$ cat config.mk
export PLATFORM = sky130hd
export DESIGN_NAME = mux_rr_arbiter
export DESIGN_NICKNAME = d
export VERILOG_FILES = /design/src/rtl/mux_arb_pkg.sv /design/src/rtl/mux_rr_arbiter_rr_pick.sv /design/src/rtl/mux_rr_arbiter.sv
export SDC_FILE = /design/constraint.sdc
export NUM_CORES = 1
export LEC_CHECK = 0
export CORE_MARGIN = 8
export CORE_UTILIZATION = 37
export CTS_CLUSTER_SIZE = 14
export DETAILED_ROUTE_END_ITERATION = 10
export DONT_BUFFER_PORTS = 1
export PLACE_DENSITY = 0.52
export SLEW_MARGIN = 0
export SYNTH_ARGS = -nofsm -noshare
export SYNTH_HDL_FRONTEND = slang
export SYNTH_SLANG_ARGS = --single-unit
$ cat constraint.sdc
create_clock -name clk -period 2 [get_ports clk]
set_input_delay 0.4 -clock clk [delete_from_list [all_inputs] [get_ports clk]]
set_output_delay 0.4 -clock clk [all_outputs]
set_load 0.05 [all_outputs]
$ cat src/rtl/mux_arb_pkg.sv
// Shared types and helpers for the round-robin mux arbiter.
package mux_arb_pkg;

  typedef enum logic {
    IDLE = 1'b0,
    BUSY = 1'b1
  } arb_state_t;

  localparam int DEF_NUM_REQ = 3;
  localparam int DEF_DATA_W  = 32;

  // Index of the set bit; only meaningful for a one-hot argument.
  function automatic int onehot_to_idx(input logic [31:0] v);
    int idx;
    idx = 0;
    for (int i = 0; i < 32; i++) begin
      if (v[i]) idx = i;
    end
    return idx;
  endfunction

endpackage

$ cat src/rtl/mux_rr_arbiter_rr_pick.sv
// Combinational round-robin picker: lowest requesting index at or after ptr+1, with wrap.
module rr_pick #(
  parameter int N  = 3,
  parameter int PW = 2
) (
  input  logic [N-1:0]  req,
  input  logic [PW-1:0] ptr,
  output logic [N-1:0]  winner,
  output logic          any_req
);

  logic found;

  always_comb begin
    winner = '0;
    found  = 1'b0;
    for (int k = 1; k <= N; k++) begin
      int idx;
      idx = (int'(ptr) + k) % N;
      if (!found && req[idx]) begin
        winner[idx] = 1'b1;
        found       = 1'b1;
      end
    end
  end

  assign any_req = |req;

endmodule

$ cat src/rtl/mux_rr_arbiter.sv
// Round-robin arbiter driving a one-hot mux select and steering the owner's data word.
// Optional forced handover after MAX_HOLD grant cycles: define MUX_ARB_TIMEOUT_EN.
//
// state | meaning
// IDLE  | no grant held, waiting for any req
// BUSY  | one requester owns the mux until it drops req (or its hold expires)
module mux_rr_arbiter
  import mux_arb_pkg::*;
#(
  parameter int NUM_REQ = DEF_NUM_REQ,
  parameter int DATA_W  = DEF_DATA_W
`ifdef MUX_ARB_TIMEOUT_EN
  , parameter int MAX_HOLD = 8
`endif
) (
  input  logic                      clk,
  input  logic                      reset,
  input  logic [NUM_REQ-1:0]        req,
  input  logic [NUM_REQ*DATA_W-1:0] data_in,
  output logic [NUM_REQ-1:0]        grant,
  output logic [NUM_REQ-1:0]        sel,
  output logic [DATA_W-1:0]         mux_out,
  output logic                      out_valid
);

  localparam int PW = (NUM_REQ > 1) ? $clog2(NUM_REQ) : 1;

  arb_state_t         state, state_n;
  logic [NUM_REQ-1:0] grant_n;
  logic [NUM_REQ-1:0] pick_req;
  logic [NUM_REQ-1:0] win;
  logic               any_req;
  logic [PW-1:0]      ptr, ptr_n, win_idx;
  logic               owner_req;
  logic               hold_expired;

  // Masking the owner means a release-cycle re-raise never wins over a pending peer.
  assign pick_req  = (state == IDLE) ? req : (req & ~grant);
  assign owner_req = |(req & grant);
  assign win_idx   = PW'(onehot_to_idx(32'(win)));

  rr_pick #(
    .N  (NUM_REQ),
    .PW (PW)
  ) u_rr_pick (
    .req     (pick_req),
    .ptr     (ptr),
    .winner  (win),
    .any_req (any_req)
  );

`ifdef MUX_ARB_TIMEOUT_EN
  localparam int HW = (MAX_HOLD > 2) ? $clog2(MAX_HOLD) : 1;

  logic [HW-1:0] hold_cnt;
  logic          new_grant;

  assign hold_expired = (hold_cnt == HW'(MAX_HOLD - 1));
  assign new_grant    = (state_n == BUSY) && (grant_n != grant);

  always_ff @(posedge clk) begin
    if (reset) begin
      hold_cnt <= '0;
    end else if (new_grant) begin
      hold_cnt <= '0;
    end else if (state == BUSY && !hold_expired) begin
      hold_cnt <= hold_cnt + 1'b1;
    end
  end
`else
  assign hold_expired = 1'b0;
`endif

  always_comb begin
    state_n = state;
    grant_n = grant;
    ptr_n   = ptr;
    case (state)
      IDLE: begin
        if (any_req) begin
          grant_n = win;
          ptr_n   = win_idx;
          state_n = BUSY;
        end
      end
      BUSY: begin
        if (!owner_req || hold_expired) begin
          if (any_req) begin
            grant_n = win;
            ptr_n   = win_idx;
          end else if (!owner_req) begin
            grant_n = '0;
            state_n = IDLE;
          end
        end
      end
      default: begin
        grant_n = '0;
        state_n = IDLE;
      end
    endcase
  end

  always_ff @(posedge clk) begin
    if (reset) begin
      state <= IDLE;
      grant <= '0;
      ptr   <= PW'(NUM_REQ - 1);
    end else begin
      state <= state_n;
      grant <= grant_n;
      ptr   <= ptr_n;
    end
  end

  assign sel       = grant;
  assign out_valid = $onehot(grant);

  always_comb begin
    mux_out = '0;
    for (int i = 0; i < NUM_REQ; i++) begin
      if (grant[i]) mux_out = data_in[i*DATA_W +: DATA_W];
    end
  end

endmodule

==> impl_metrics.yaml <==
run:
  drv_cap: 0
placed_design:
  port_buffers: 0
  placed_cell_area_um2: 1750
  dp_hpwl_um: 4290
  place_congestion: 0.877
synth:
  async_reset_ff_share_pct: 0
  synth_cell_types: 36
  synth_ff_type: "dfxtp_1"
  synth_edf_count: 0
  seq_area_frac_synth_pct: 9.90
  synth.cell_area_um2: 1210
  synthCells: 187
  synth_seq_cells: 6
  yosys_warnings: 0
  synth_nets: 293
  avgSynthCellArea_um2: 6.49
worst_setup_path:
  end_kind: "output port"
  crit_type: "reg2out"
  critPathLaunchType: "register"
  required_ps: 1600
  cp_max_fo: 24
  arrival_ps: 1510
drt:
  final_antenna_net_count: 0
  vias: 1476
  drt_first_pass_iters: 5
  first_iter_violations: 46
  via_per_inst: 6.28
  totalWireLength_um: 5100
  drc: 0
  wl_per_cell_um: 21.7
global_routing:
  grtUsageTotal_pct: 16.8
  grt_pass1_wl_um: 7390
  grt_overflow_total: 0
  grt_max_degree: 41
  antenna_found_initial: 0
  grt_pass1_vias: 1443
sta:
  rsz0062_at_grt: "no"
  fin_skew_ps: 8.39
  finalHoldViolCount: 0
  max_freq_ghz: 0.524
  post-route-min-period_ps: 1910
  fin_tns_setup_ps: 0
  setup_viol: 0
  hold_ws_ps: 217
  tightest_slew_ps: 443
  max_slew_margin_pct: 70.2
  post-route-period-util_pct: 95.5
  drv_slew: 0
finish:
  drive_gt1_share_pct: 39.3
  areaGrowthSynthToFinish_pct: 50.6
  design_area_um2: 1830
  fill_cells: 283
  antenna_cells: 0
  fin_nets: 299
  fin_util_pct: 59.4
clock_network:
  cts_hold_buf: 0
  cts_tree: "built"
  numCtsBuffers: 3
  root_buffer: "clkbuf_4"
  clock-sinks: 6
  clk_path_buf_depth: 2
  clk_latency_ps: 240
  htree_num_levels: 1
  path_clk_slew_ps: 50
die:
  chipWidth_um: 73.3
  dieArea_um2: 5370
  fp.dieH_um: 73.3
  io_pins: 140
  core-area_um2: 3080
  start_util_pct: 39.4
  rows: 20
hold_path:
  hold_path_class: "in2reg"
status:
  status: "finished, final reports clean"
timing repair:
item | in CTS | in global routing
resized for setup | 2 | 8
setup buffers | 0 | 3
pin swaps | 3 | 2
setup endpoints to repair | 31 | 34
worst max-delay path, cell delays in order (launching register included):
cell,delay [ps]
dfxtp_2,410
buf_4,300
a22oi_1,180
o21ai_4,370
kinds of logic after synthesis:
group,synth area share [%]
and+or+nand+nor,21.1
AOI/OAI and AO/OA,50.9
muxes,2.58
DFF,9.90
buffers and inverters,9.69
adders and majority gates,5.77
final cells by class:
cell class | count | area (µm²) | share of cell area [%]
tap | 44 | 55.1 | 3.01
multi-input combinational | 157 | 1360 | 74.1
sequential | 6 | 131 | 7.19
clock buffer | 3 | 22.5 | 1.23
timing repair buffer | 22 | 253 | 13.8
inverter | 3 | 11.3 | 0.616
state kept, by name, summed over array words and instances, names as in the netlist:
register	flops
grant	3
state	1
ptr	2
cells in the mapped netlist, types with 2 or more instances:
| cell type | number | area [µm²] |
|---|---|---|
| nand3_1 | 3 | 15.0 |
| nand4b_1 | 2 | 17.5 |
| a22oi_1 | 32 | 240 |
| clkbuf_1 | 15 | 56.3 |
| a21oi_1 | 4 | 20.0 |
| nor2b_1 | 5 | 31.3 |
| ha_1 | 4 | 50.1 |
| a21boi_0 | 2 | 15.0 |
| nand2_1 | 37 | 139 |
| o21ai_0 | 38 | 190 |
| buf_4 | 3 | 22.5 |
| mux2i_1 | 2 | 20.0 |
| nor2_1 | 3 | 11.3 |
| inv_1 | 3 | 11.3 |
| a21bo_2 | 3 | 30.0 |
| buf_6 | 2 | 22.5 |
| a211oi_1 | 3 | 22.5 |
| dfxtp_1 | 6 | 120 |
| nor3_1 | 2 | 10.0 |
| and2_0 | 2 | 12.5 |
cells in the final DEF, fill, tap and decap left out, drive strengths merged, types with 2 or more instances in the layout:
cell type,count
a211oi,4
a21bo,3
a21boi,3
a21oi,4
a22oi,32
and2,2
buf,22
clkbuf,3
dfxtp,6
ha,4
inv,3
mux2i,2
nand2,37
nand3,3
nand4b,2
nor2,3
nor2b,5
nor3,2
o21ai,38
final timing paths:
kind                         start                     to  slack (ps)  depth (start not counted)
max reg2reg    ptr[0]$_SDFFE_PP0P_    ptr[0]$_SDFFE_PP0P_         140                          9
min                          reset       state$_SDFF_PP0_         220                          1
max          grant[1]$_SDFFE_PP0P_            mux_out[15]          90                          3
min reg2reg  grant[2]$_SDFFE_PP0P_  grant[2]$_SDFFE_PP0P_         530                          2
per-layer routing:
| metal | part of all wire (%) | GRT usage, % | vias to the layer above |
|---|---|---|---|
| met3 | 12 | 6.80 | 2 |
| met4 | 0.078 | 2.67 | 0 |
| li1 | - | - | 702 |
| met1 | 35 | 16.1 | 677 |
| met2 | 53 | 32.8 | 95 |
| met5 | 0 | 0 | - |
per-stage QoR:
stage / setup WS [ps] / std cells
2_1_floorplan: -50.6 / 187
3_3_place_gp: 81.7 / 229
3_5_place_dp: -41.4 / 229
4_1_cts: 3.77 / 232
5_1_grt: 6.95 / 235
6_report: 90.0 / 235
Power is not shown: default switching activity piles up to over one toggle a cycle in this logic, so the estimate is an artifact.
==> patch, RTL diff (same flow settings) <==
Set the package constant `DEF_DATA_W` to 28 (it was 32).
--- a/src/rtl/mux_arb_pkg.sv
+++ b/src/rtl/mux_arb_pkg.sv
@@ -8,5 +8,5 @@
 
   localparam int DEF_NUM_REQ = 3;
-  localparam int DEF_DATA_W  = 32;
+  localparam int DEF_DATA_W  = 28;
 
   // Index of the set bit; only meaningful for a one-hot argument.
Interface: changed (resized data_in and mux_out); port bits go from 140 to 124. The function was not compared with the original's and may differ.
==> patch against the unedited design <==
- maximum frequency down 1.5%
- routed wire length down 3.8%
- clock skew down 0.0018 ns
- sequential cell count unchanged
- final area up 15%
- final cell count down 2.1%
- synthesized area down 6.9%
- worst setup slack worse by 0.028 ns
- synthesized cell count down 8.0%
- critical path depth up 2
- critical path type unchanged
- highest routed layer unchanged
==> patch: results (changes against the unedited design) <==
vias per cell: 6.46 (was 6.28)
clock slew at reported path FFs: 0.05 ns (about the same)
CP arrival: 1.54 ns (was 1.51 ns)
biggest regs: grant (3), ptr (2), state (1) (unchanged)
CP max FO: 28 (was 24)
status: complete, no violations (unchanged)
# diodes: 0 (unchanged)
worst skew pair latency: 0.25 ns
Worst slew margin: 70.1% (was 70.2%)
met2 wire len: 2690 um (was 2700 um)
Met3 Wirelength: 475 um (was 601 um)
number of global-route vias before repair: 1448 (was 1443)
Placer Congestion: 0.893 (was 0.877)
top post-synthesis cells by area: a22oi_1 19%, o21ai_0 15%, nand2_1 11% (was a22oi_1 20%, o21ai_0 16%, nand2_1 11%)
sw frac: 55.6%
Total GRT Usage: 17.5% (was 16.8%)
via count: 1486 (was 1476)
CTS Root Cell: clkbuf_4 (unchanged)
placed cell count: 225 (was 229)
pre-CTS setup slack: -0.0129 ns (was -0.0414 ns)
Final #Nets: 292 (was 299)
wire per inst: 21.3 um (was 21.7 um)
Post-Syn Instances: 172 (was 187)
Worst Clk Skew: 0.00660 ns (was 0.00839 ns)
Peak VDD IR: 1.15 mV
CP Launch Point: grant[1]$_SDFFE_PP0P_ (unchanged)
antenna violations before repair: 0 (unchanged)
syn nets: 266 (was 293)
Fillers: 236 (was 283)
first-pass GRT wire length: 7460 um (was 7390 um)
ys flop type: dfxtp_1 (unchanged)
Synth async-reset ratio: 0% (unchanged)
Hold Path Class: input port to flip-flop (unchanged)
largest net degree at the start of global routing: 32 (was 41)
drt pass-1 iters: 4 (was 5)
TritonCTS Buffers: 3 (unchanged)
Yosys cell types: 38 (was 36)
IO buf count: 0 (unchanged)
post-DP HPWL: 4020 um (was 4290 um)
uppermost layer routed: met4 (unchanged)
ratio of cells with drive above 1 in the final layout: 45.7% (was 39.3%)
Bufs on Longest Clock Path: 2 (unchanged)
max_cap viols: 0 (unchanged)
Yosys warnings: 0 (unchanged)
H-tree Lvls: 1 (unchanged)
metal1 wirelength: 1720 um (was 1790 um)
Post-synth top cells: 34 x o21ai_0, 33 x nand2_1, 28 x a22oi_1 (was 38 x o21ai_0, 37 x nand2_1, 32 x a22oi_1)
DRT iter0 DRCs: 65 (was 46)
r2r startpoint: ptr[1]$_SDFFE_PP1P_ (was ptr[0]$_SDFFE_PP0P_)
Seq/Total Area, Yosys: 10.6% (was 9.90%)
total leakage power: 0.735 nW
origin of the worst min-delay path: reset (unchanged)
[patch: layout make-up]
type	count	area [um2]	share of cell area, %
timing repair buffer	39	676	32.2
sequential	6	133	6.32
clock buffer	4	26.3	1.25
multi-input combinational	145	1210	57.7
inverter	3	11.3	0.537
tap	33	41.3	1.97
[patch: routing by layer]
layer	vias to the layer above	GRT usage, %
met2	88	33.7
met3	4	6.14
met4	0	0.462
met5	-	0
met1	705	18.5
li1	689	-
[patch: kinds of logic after synthesis]
kind of cell | Yosys count | synth area share [%]
AOI/OAI and AO/OA | 84 | 50.3
buffers and inverters | 21 | 8.75
muxes | 3 | 2.77
and+or+nand+nor | 53 | 21.4
DFF | 6 | 10.6
adders and majority gates | 5 | 6.20
[patch: power groups by stage]
stage          Clock [mW]  Combinational [mW]  Sequential (mW)
5_1_grt             0.136                5.40            0.329
4_1_cts             0.127                5.09            0.303
3_5_place_dp            0                5.08            0.305
2_1_floorplan           0                3.03            0.353
6_report            0.123                5.18            0.314
3_3_place_gp            0                4.99            0.298
[patch: metrics by stage]
step	utilization (%)	cell area (um2)	setup TNS [ns]
global route	70.5	2100	-0.0405
global placement	67.7	2020	0
detailed placement	67.7	2020	-0.0317
floorplan	-	1400	-0.564
CTS	68.7	2040	0
finish	70.5	2100	0
[patch: what timing repair did]
action	CTS	global route
endpoints found under the setup margin	3	23
gates resized for setup	1	13
setup buffers	0	1
[patch: worst paths after layout]
check,endpoint,slack [ns],cells past startpoint
setup / recovery,mux_out[17],0.06,5
hold / removal,grant[2]$_SDFFE_PP0P_,0.20,1
setup reg to reg,grant[0]$_SDFFE_PP0P_,0.13,9
hold reg to reg,grant[2]$_SDFFE_PP0P_,0.55,2
[patch: worst max-delay path, stage by stage (launching register included)]
cell and delay (ns):
dfxtp_4 0.49, nor2b_2 0.09, buf_12 0.17, a22oi_1 0.28, o21ai_4 0.11, buf_12 0.15
